$ cat src/rtl/regdump_pkg.sv
// -----------------------------------------------------------------------------
// regdump_pkg
// Shared types and constants for the register-file-to-SRAM dump controller.
//   REG_ADDR_W      : width of the register-file read address (8 registers max)
//   DEF_*_CYC       : default SRAM write phase lengths, in clock cycles
//   dump_state_t    : controller state encoding (also exported for debug)
//   max3            : helper used to size the shared phase timer
// -----------------------------------------------------------------------------
package regdump_pkg;

  localparam int REG_ADDR_W    = 3;
  localparam int DEF_SETUP_CYC = 1;
  localparam int DEF_PULSE_CYC = 2;
  localparam int DEF_HOLD_CYC  = 1;

  typedef enum logic [2:0] {
    S_IDLE   = 3'd0,
    S_READ   = 3'd1,
    S_SETUP  = 3'd2,
    S_STROBE = 3'd3,
    S_HOLD   = 3'd4,
    S_DONE   = 3'd5
  } dump_state_t;

  function automatic int max3(input int a, input int b, input int c);
    int m;
    m = a;
    if (b > m) m = b;
    if (c > m) m = c;
    return m;
  endfunction

endpackage

$ cat src/rtl/regfile_dump_ctrl_timer.sv
// -----------------------------------------------------------------------------
// dump_phase_timer
// Loadable down-counter that measures the SETUP / STROBE / HOLD phases.
// Loading value N makes zero_o rise N cycles later, so a phase lasting
// L cycles is started by loading L-1 on the edge that enters it.
//   clk, rst    : clock, asynchronous active-high reset
//   load_i      : load load_val_i on the next rising edge
//   load_val_i  : reload value
//   zero_o      : counter is at zero (current phase ends this cycle)
// -----------------------------------------------------------------------------
module dump_phase_timer #(
  parameter int W = 2
) (
  input  logic         clk,
  input  logic         rst,
  input  logic         load_i,
  input  logic [W-1:0] load_val_i,
  output logic         zero_o
);

  logic [W-1:0] cnt_q;

  always_ff @(posedge clk or posedge rst) begin
    if (rst) begin
      cnt_q <= '0;
    end else if (load_i) begin
      cnt_q <= load_val_i;
    end else if (cnt_q != '0) begin
      cnt_q <= cnt_q - 1'b1;
    end
  end

  assign zero_o = (cnt_q == '0);

endmodule

$ cat src/rtl/regfile_dump_ctrl.sv
// -----------------------------------------------------------------------------
// regfile_dump_ctrl
// Copies registers 0..NUM_REGS-1 of a combinational-read register file into an
// async SRAM at base_addr+index, using a setup / WE-strobe / hold write cycle.
//
// Control handshake: start is a level sampled only in IDLE; when seen there
// the dump is accepted, busy rises on the next edge and stays high until the
// controller is back in IDLE. Exactly one of done / aborted pulses for one
// cycle per accepted dump (done in the DONE state, aborted on the IDLE entry
// that an abort causes). start while busy is dropped, never queued.
//
// Ports:
//   clk, rst        : clock, asynchronous active-high reset
//   start, abort    : begin dump / stop dump early
//   base_addr       : SRAM address of word 0, captured on start
//   busy/done/aborted : status, see handshake above
//   rf_raddr/rf_rdata : register-file read port
//   mem_addr/mem_wdata/mem_drive/mem_we_n/mem_oe_n : SRAM interface
//   state_dbg       : current controller state
// -----------------------------------------------------------------------------
module regfile_dump_ctrl
  import regdump_pkg::*;
#(
  parameter int NUM_REGS  = 8,
  parameter int DATA_W    = 16,
  parameter int ADDR_W    = 12,
  parameter int SETUP_CYC = DEF_SETUP_CYC,
  parameter int PULSE_CYC = DEF_PULSE_CYC,
  parameter int HOLD_CYC  = DEF_HOLD_CYC
) (
  input  logic                  clk,
  input  logic                  rst,
  input  logic                  start,
  input  logic                  abort,
  input  logic [ADDR_W-1:0]     base_addr,
  output logic                  busy,
  output logic                  done,
  output logic                  aborted,
  output logic [REG_ADDR_W-1:0] rf_raddr,
  input  logic [DATA_W-1:0]     rf_rdata,
  output logic [ADDR_W-1:0]     mem_addr,
  output logic [DATA_W-1:0]     mem_wdata,
  output logic                  mem_drive,
  output logic                  mem_we_n,
  output logic                  mem_oe_n,
  output dump_state_t           state_dbg
);

  localparam int TW = $clog2(max3(SETUP_CYC, PULSE_CYC, HOLD_CYC) + 1);
  localparam logic [REG_ADDR_W-1:0] LAST_IDX = REG_ADDR_W'(NUM_REGS - 1);

  dump_state_t           state_q, state_d;
  logic [REG_ADDR_W-1:0] index_q, index_d;
  logic [REG_ADDR_W-1:0] raddr_q, raddr_d;
  logic [ADDR_W-1:0]     base_q, base_d;
  logic [ADDR_W-1:0]     addr_q, addr_d;
  logic [DATA_W-1:0]     wdata_q, wdata_d;
  logic                  drive_q, drive_d;
  logic                  we_n_q, we_n_d;
  logic                  busy_q, busy_d;
  logic                  done_q, done_d;
  logic                  aborted_q, aborted_d;
  logic                  abort_lat_q, abort_lat_d;

  logic          tmr_load;
  logic [TW-1:0] tmr_val;
  logic          tmr_zero;

  dump_phase_timer #(.W(TW)) u_timer (
    .clk        (clk),
    .rst        (rst),
    .load_i     (tmr_load),
    .load_val_i (tmr_val),
    .zero_o     (tmr_zero)
  );

  // Every output register is computed from the next state, so mem_we_n_q is
  // low exactly while state_q is STROBE and never glitches.
  always_comb begin
    state_d     = state_q;
    index_d     = index_q;
    raddr_d     = raddr_q;
    base_d      = base_q;
    addr_d      = addr_q;
    wdata_d     = wdata_q;
    drive_d     = drive_q;
    we_n_d      = 1'b1;
    busy_d      = busy_q;
    done_d      = 1'b0;
    aborted_d   = 1'b0;
    abort_lat_d = abort_lat_q;
    tmr_load    = 1'b0;
    tmr_val     = '0;

    unique case (state_q)
      S_IDLE: begin
        abort_lat_d = 1'b0;
        if (start) begin
          base_d  = base_addr;
          index_d = '0;
          raddr_d = '0;
          busy_d  = 1'b1;
          state_d = S_READ;
        end
      end

      S_READ: begin
        if (abort) begin
          drive_d   = 1'b0;
          busy_d    = 1'b0;
          aborted_d = 1'b1;
          state_d   = S_IDLE;
        end else begin
          wdata_d  = rf_rdata;
          addr_d   = base_q + ADDR_W'(index_q);  // wraps modulo 2^ADDR_W
          drive_d  = 1'b1;
          tmr_load = 1'b1;
          tmr_val  = TW'(SETUP_CYC - 1);
          state_d  = S_SETUP;
        end
      end

      S_SETUP: begin
        if (abort) begin
          // No WE pulse has been issued for this word, so it is dropped.
          drive_d   = 1'b0;
          busy_d    = 1'b0;
          aborted_d = 1'b1;
          state_d   = S_IDLE;
        end else if (tmr_zero) begin
          we_n_d   = 1'b0;
          tmr_load = 1'b1;
          tmr_val  = TW'(PULSE_CYC - 1);
          state_d  = S_STROBE;
        end
      end

      S_STROBE: begin
        // Once WE is low the word is committed; abort only takes effect
        // after the hold phase.
        if (abort) abort_lat_d = 1'b1;
        if (tmr_zero) begin
          tmr_load = 1'b1;
          tmr_val  = TW'(HOLD_CYC - 1);
          state_d  = S_HOLD;
        end else begin
          we_n_d = 1'b0;
        end
      end

      S_HOLD: begin
        if (abort) abort_lat_d = 1'b1;
        if (tmr_zero) begin
          if (abort || abort_lat_q) begin
            drive_d     = 1'b0;
            busy_d      = 1'b0;
            aborted_d   = 1'b1;
            abort_lat_d = 1'b0;
            state_d     = S_IDLE;
          end else if (index_q == LAST_IDX) begin
            drive_d = 1'b0;
            done_d  = 1'b1;
            state_d = S_DONE;
          end else begin
            index_d = index_q + 1'b1;
            raddr_d = index_q + 1'b1;
            state_d = S_READ;
          end
        end
      end

      S_DONE: begin
        busy_d  = 1'b0;
        state_d = S_IDLE;
      end

      default: begin
        drive_d = 1'b0;
        busy_d  = 1'b0;
        state_d = S_IDLE;
      end
    endcase
  end

  always_ff @(posedge clk or posedge rst) begin
    if (rst) begin
      state_q     <= S_IDLE;
      index_q     <= '0;
      raddr_q     <= '0;
      base_q      <= '0;
      addr_q      <= '0;
      wdata_q     <= '0;
      drive_q     <= 1'b0;
      we_n_q      <= 1'b1;
      busy_q      <= 1'b0;
      done_q      <= 1'b0;
      aborted_q   <= 1'b0;
      abort_lat_q <= 1'b0;
    end else begin
      state_q     <= state_d;
      index_q     <= index_d;
      raddr_q     <= raddr_d;
      base_q      <= base_d;
      addr_q      <= addr_d;
      wdata_q     <= wdata_d;
      drive_q     <= drive_d;
      we_n_q      <= we_n_d;
      busy_q      <= busy_d;
      done_q      <= done_d;
      aborted_q   <= aborted_d;
      abort_lat_q <= abort_lat_d;
    end
  end

  assign busy      = busy_q;
  assign done      = done_q;
  assign aborted   = aborted_q;
  assign rf_raddr  = raddr_q;
  assign mem_addr  = addr_q;
  assign mem_wdata = wdata_q;
  assign mem_drive = drive_q;
  assign mem_we_n  = we_n_q;
  assign mem_oe_n  = 1'b1;  // this block never reads the SRAM
  assign state_dbg = state_q;

endmodule

$ cat config.mk
export PLATFORM = sky130hd
export DESIGN_NAME = regfile_dump_ctrl
export DESIGN_NICKNAME = d
export VERILOG_FILES = /design/src/rtl/regdump_pkg.sv /design/src/rtl/regfile_dump_ctrl_timer.sv /design/src/rtl/regfile_dump_ctrl.sv
export SDC_FILE = /design/constraint.sdc
export NUM_CORES = 1
export LEC_CHECK = 0
export CORE_UTILIZATION = 52
export DETAILED_ROUTE_END_ITERATION = 8
export HOLD_SLACK_MARGIN = 0.08
export PLACE_DENSITY = 0.85
export SLEW_MARGIN = 5
export SYNTH_ARGS = -nofsm -noshare
export SYNTH_HDL_FRONTEND = slang
export SYNTH_SLANG_ARGS = --single-unit
$ cat constraint.sdc
create_clock -name clk -period 3 [get_ports clk]
set_input_delay 0.6 -clock clk [delete_from_list [all_inputs] [get_ports clk]]
set_output_delay 0.6 -clock clk [all_outputs]
set_load 0.02 [all_outputs]
==> flow_metrics.env <==
export IMPL_hold_viol=0
export IMPL_fin_setup_tns_ns=0
export IMPL_dp_hpwl_um=3887
export IMPL_drtAntennaViolNets=0
export IMPL_arrival_ns=1.68
export IMPL_coreArea_mm2=0.004817
export IMPL_drc=0
export IMPL_area_growth_pct=32.77
export IMPL_grt_pass1_wl_um=8694
export IMPL_post_drt_via_cell_ratio=5.272
export IMPL_synth_top_cells_by_area="dfrtp_1, mux2_2, a21oi_1"
export IMPL_drive_gt1_frac=0.1800
export IMPL_startpoint="state_dbg[0]"
export IMPL_setup_viol=0
export IMPL_syn_inst=227
export IMPL_cts_buffers=5
export IMPL_vdd_drop_max_mv=0.5772
export IMPL_cts_resized_gates=0
export IMPL_vias=1935
export IMPL_relSlewSlack=0.6228
export IMPL_cts_hold_fix_buffers=0
export IMPL_syn_cell_area_mm2=0.002654
export IMPL_die_area_mm2=0.005393
export IMPL_nets=338
export IMPL_crit_type="reg2out"
export IMPL_holdWs_ns=0.4932
export IMPL_top_layer="met4"
export IMPL_synth_top_cell_by_area="dfrtp_1"
export IMPL_synth_top_area_share=0.4998
export IMPL_power_total_mw=3.683
export IMPL_grt_overflow=0
export IMPL_min_period_ns=2.277
export IMPL_start_util=0.5509
export IMPL_avgSynthCellArea_um2=11.69
export IMPL_post_cts_buffers=0
export IMPL_cp_slowest_stage_delay_ns=0.70
export IMPL_p_leak_nw=1.473
export IMPL_cts_buffer_depth=2
export IMPL_async_reset_ff_frac=1.000
export IMPL_final_common_cell="clkdlybuf4s50_1"
export IMPL_skew_ns=0.007538
export IMPL_row_count=25
export IMPL_crit_family="buffers and inverters"
export IMPL_rsz0062_at_grt="no"
export IMPL_cts_tree="done"
export IMPL_dieHeight_um=73.44
export IMPL_startpoint_type="flip-flop"
export IMPL_antenna_found_initial=0
export IMPL_hold_class="reg2reg"
export IMPL_grt_max_degree=38
export IMPL_ys_types=41
export IMPL_timing_rr_start="rf_raddr[2]"
export IMPL_status="completed"
export IMPL_wl_met2_um=2354
export IMPL_ff2ff_path_depth=5
export IMPL_port_buffers=70
export IMPL_wl_per_cell_um=14.29
export IMPL_gp_congestion=0.8256
export IMPL_met1Wirelength_um=2418
export IMPL_yosys_warnings=0
export IMPL_cp_num_cells=1
export IMPL_met3WireLength_um=320
export IMPL_clk_latency_ns=0.31
export IMPL_yosysSeqAreaShare=0.5097
export IMPL_hp_start="busy"
export IMPL_mostFrequentLayoutCells="clkdlybuf4s50_1, dfrtp_1, mux2_2"
export IMPL_h_tree_depth=2
export IMPL_cp_slowest_cell="clkdlybuf4s50_1"
export IMPL_syn_nets=266
export IMPL_grt_pass1_vias=1982
export IMPL_clk_pin_slew_ns=0.10
export IMPL_pin_count=72
export IMPL_cp_end_kind="output pin"
export IMPL_drt_iter0_drc=71
export IMPL_insertedDiodeCount=0
export IMPL_cp_cell_sequence="clkdlybuf4s50_1"
export IMPL_holdPathStages=1
export IMPL_cp_max_fo=17
export IMPL_period_share=0.7591
export IMPL_drtPass1Iterations=4
export IMPL_cts_sinks=54
export IMPL_routed_wirelength_um=5246
export IMPL_synth_edf_count=0
export IMPL_worstPathBufferInverterCount=1
export IMPL_die_width_um=73.44
export IMPL_cap_violations=0
export IMPL_power_density_mw_per_mm2=1045
export IMPL_track_usage=0.2131
export IMPL_critPathRequiredTime_ns=2.40
export IMPL_cts_root_buf="clkbuf_8"
export IMPL_final_max_slew_viol_count=0
export IMPL_max_freq_mhz=439.1
export IMPL_ys_ff_latch=54
export IMPL_synth_main_ff_cell="dfrtp_1"
export IMPL_worstMarginPinSlew_ns=0.5658
==> final cells by class <==
| type | instances | area [um^2] |
|---|---|---|
| Inverter | 5 | 18.77 |
| Fill cell | 371 | 1294 |
| Clock buffer | 5 | 68.82 |
| Sequential cell | 54 | 1353 |
| Timing Repair Buffer | 77 | 753.2 |
| Tap cell | 67 | 83.83 |
| Multi-Input combinational cell | 156 | 1202 |
| Clock inverter | 3 | 43.79 |
==> routing by layer <==
layer,GRT usage,vias to the layer above
met1,0.2746,897
met4,0.1218,0
li1,-,949
met3,0.04664,14
met5,0,-
met2,0.3323,75
==> metrics by stage <==
step           instances  setup slack [ns]  instance area (um^2)    util
3_3_place_gp         359            0.6863                  3411  0.7081
2_1_floorplan        227             1.013                  2654       -
5_1_grt              367            0.6507                  3523  0.7314
6_report             367            0.7226                  3523  0.7314
3_5_place_dp         359            0.6573                  3411  0.7081
4_1_cts              367            0.7215                  3523  0.7314
==> logic make-up (layout without fill, tap and decap cells) <==
group | Yosys count | after routing | synth area share
other | 1 | 1 | 0.001413
XOR/XNOR | 10 | 10 | 0.03301
flip-flops | 54 | 54 | 0.5097
adder cells (fa/ha/maj) | 7 | 7 | 0.03583
AND/OR/NAND/NOR | 56 | 56 | 0.1108
AO/OA/AOI/OAI | 48 | 48 | 0.1193
buffers and inverters | 17 | 90 | 0.03724
multiplexers | 34 | 34 | 0.1528
==> worst paths after layout <==
check / to / slack [ns]
worst max-delay path: state_dbg[0] / 0.72
worst min-delay path: busy / 0.49
worst max register to register: mem_addr[3] / 0.95
worst min register to register: busy / 0.49
max in group asynchronous: mem_drive / 1.80
min in group asynchronous: state_dbg[1] / 0.59
==> where the power goes <==
group	switching [mW]	internal (mW)
Clock	0.237	0.250
Sequential	0.262	1.07
Combinational	0.899	0.965
==> state kept, by name, summed over array words and instances (netlist names), 2 cells and up <==
| name | count |
|---|---|
| mem_addr | 12 |
| u_timer.cnt_q | 2 |
| mem_wdata | 16 |
| base_q | 12 |
| state_dbg | 3 |
| rf_raddr | 3 |
==> synth_stat cells (2+ instances only) <==
cell       n
nor2_1    20
o211ai_1   2
dfrtp_1   53
nand3_1    2
ha_1       6
mux2_2    24
inv_1      5
mux2_4     7
o22ai_1    5
a31oi_1    2
nand4_1    2
buf_6      2
nor3b_1    2
clkbuf_1   6
buf_4      2
mux2i_1    3
o21ai_0    5
xnor2_1    7
xor2_1     3
a21oi_1   21
nor3_1     5
a22o_1     5
nand2_1   14
nand2b_1   5
a21o_1     3
Power figures use the tool's default switching activity.
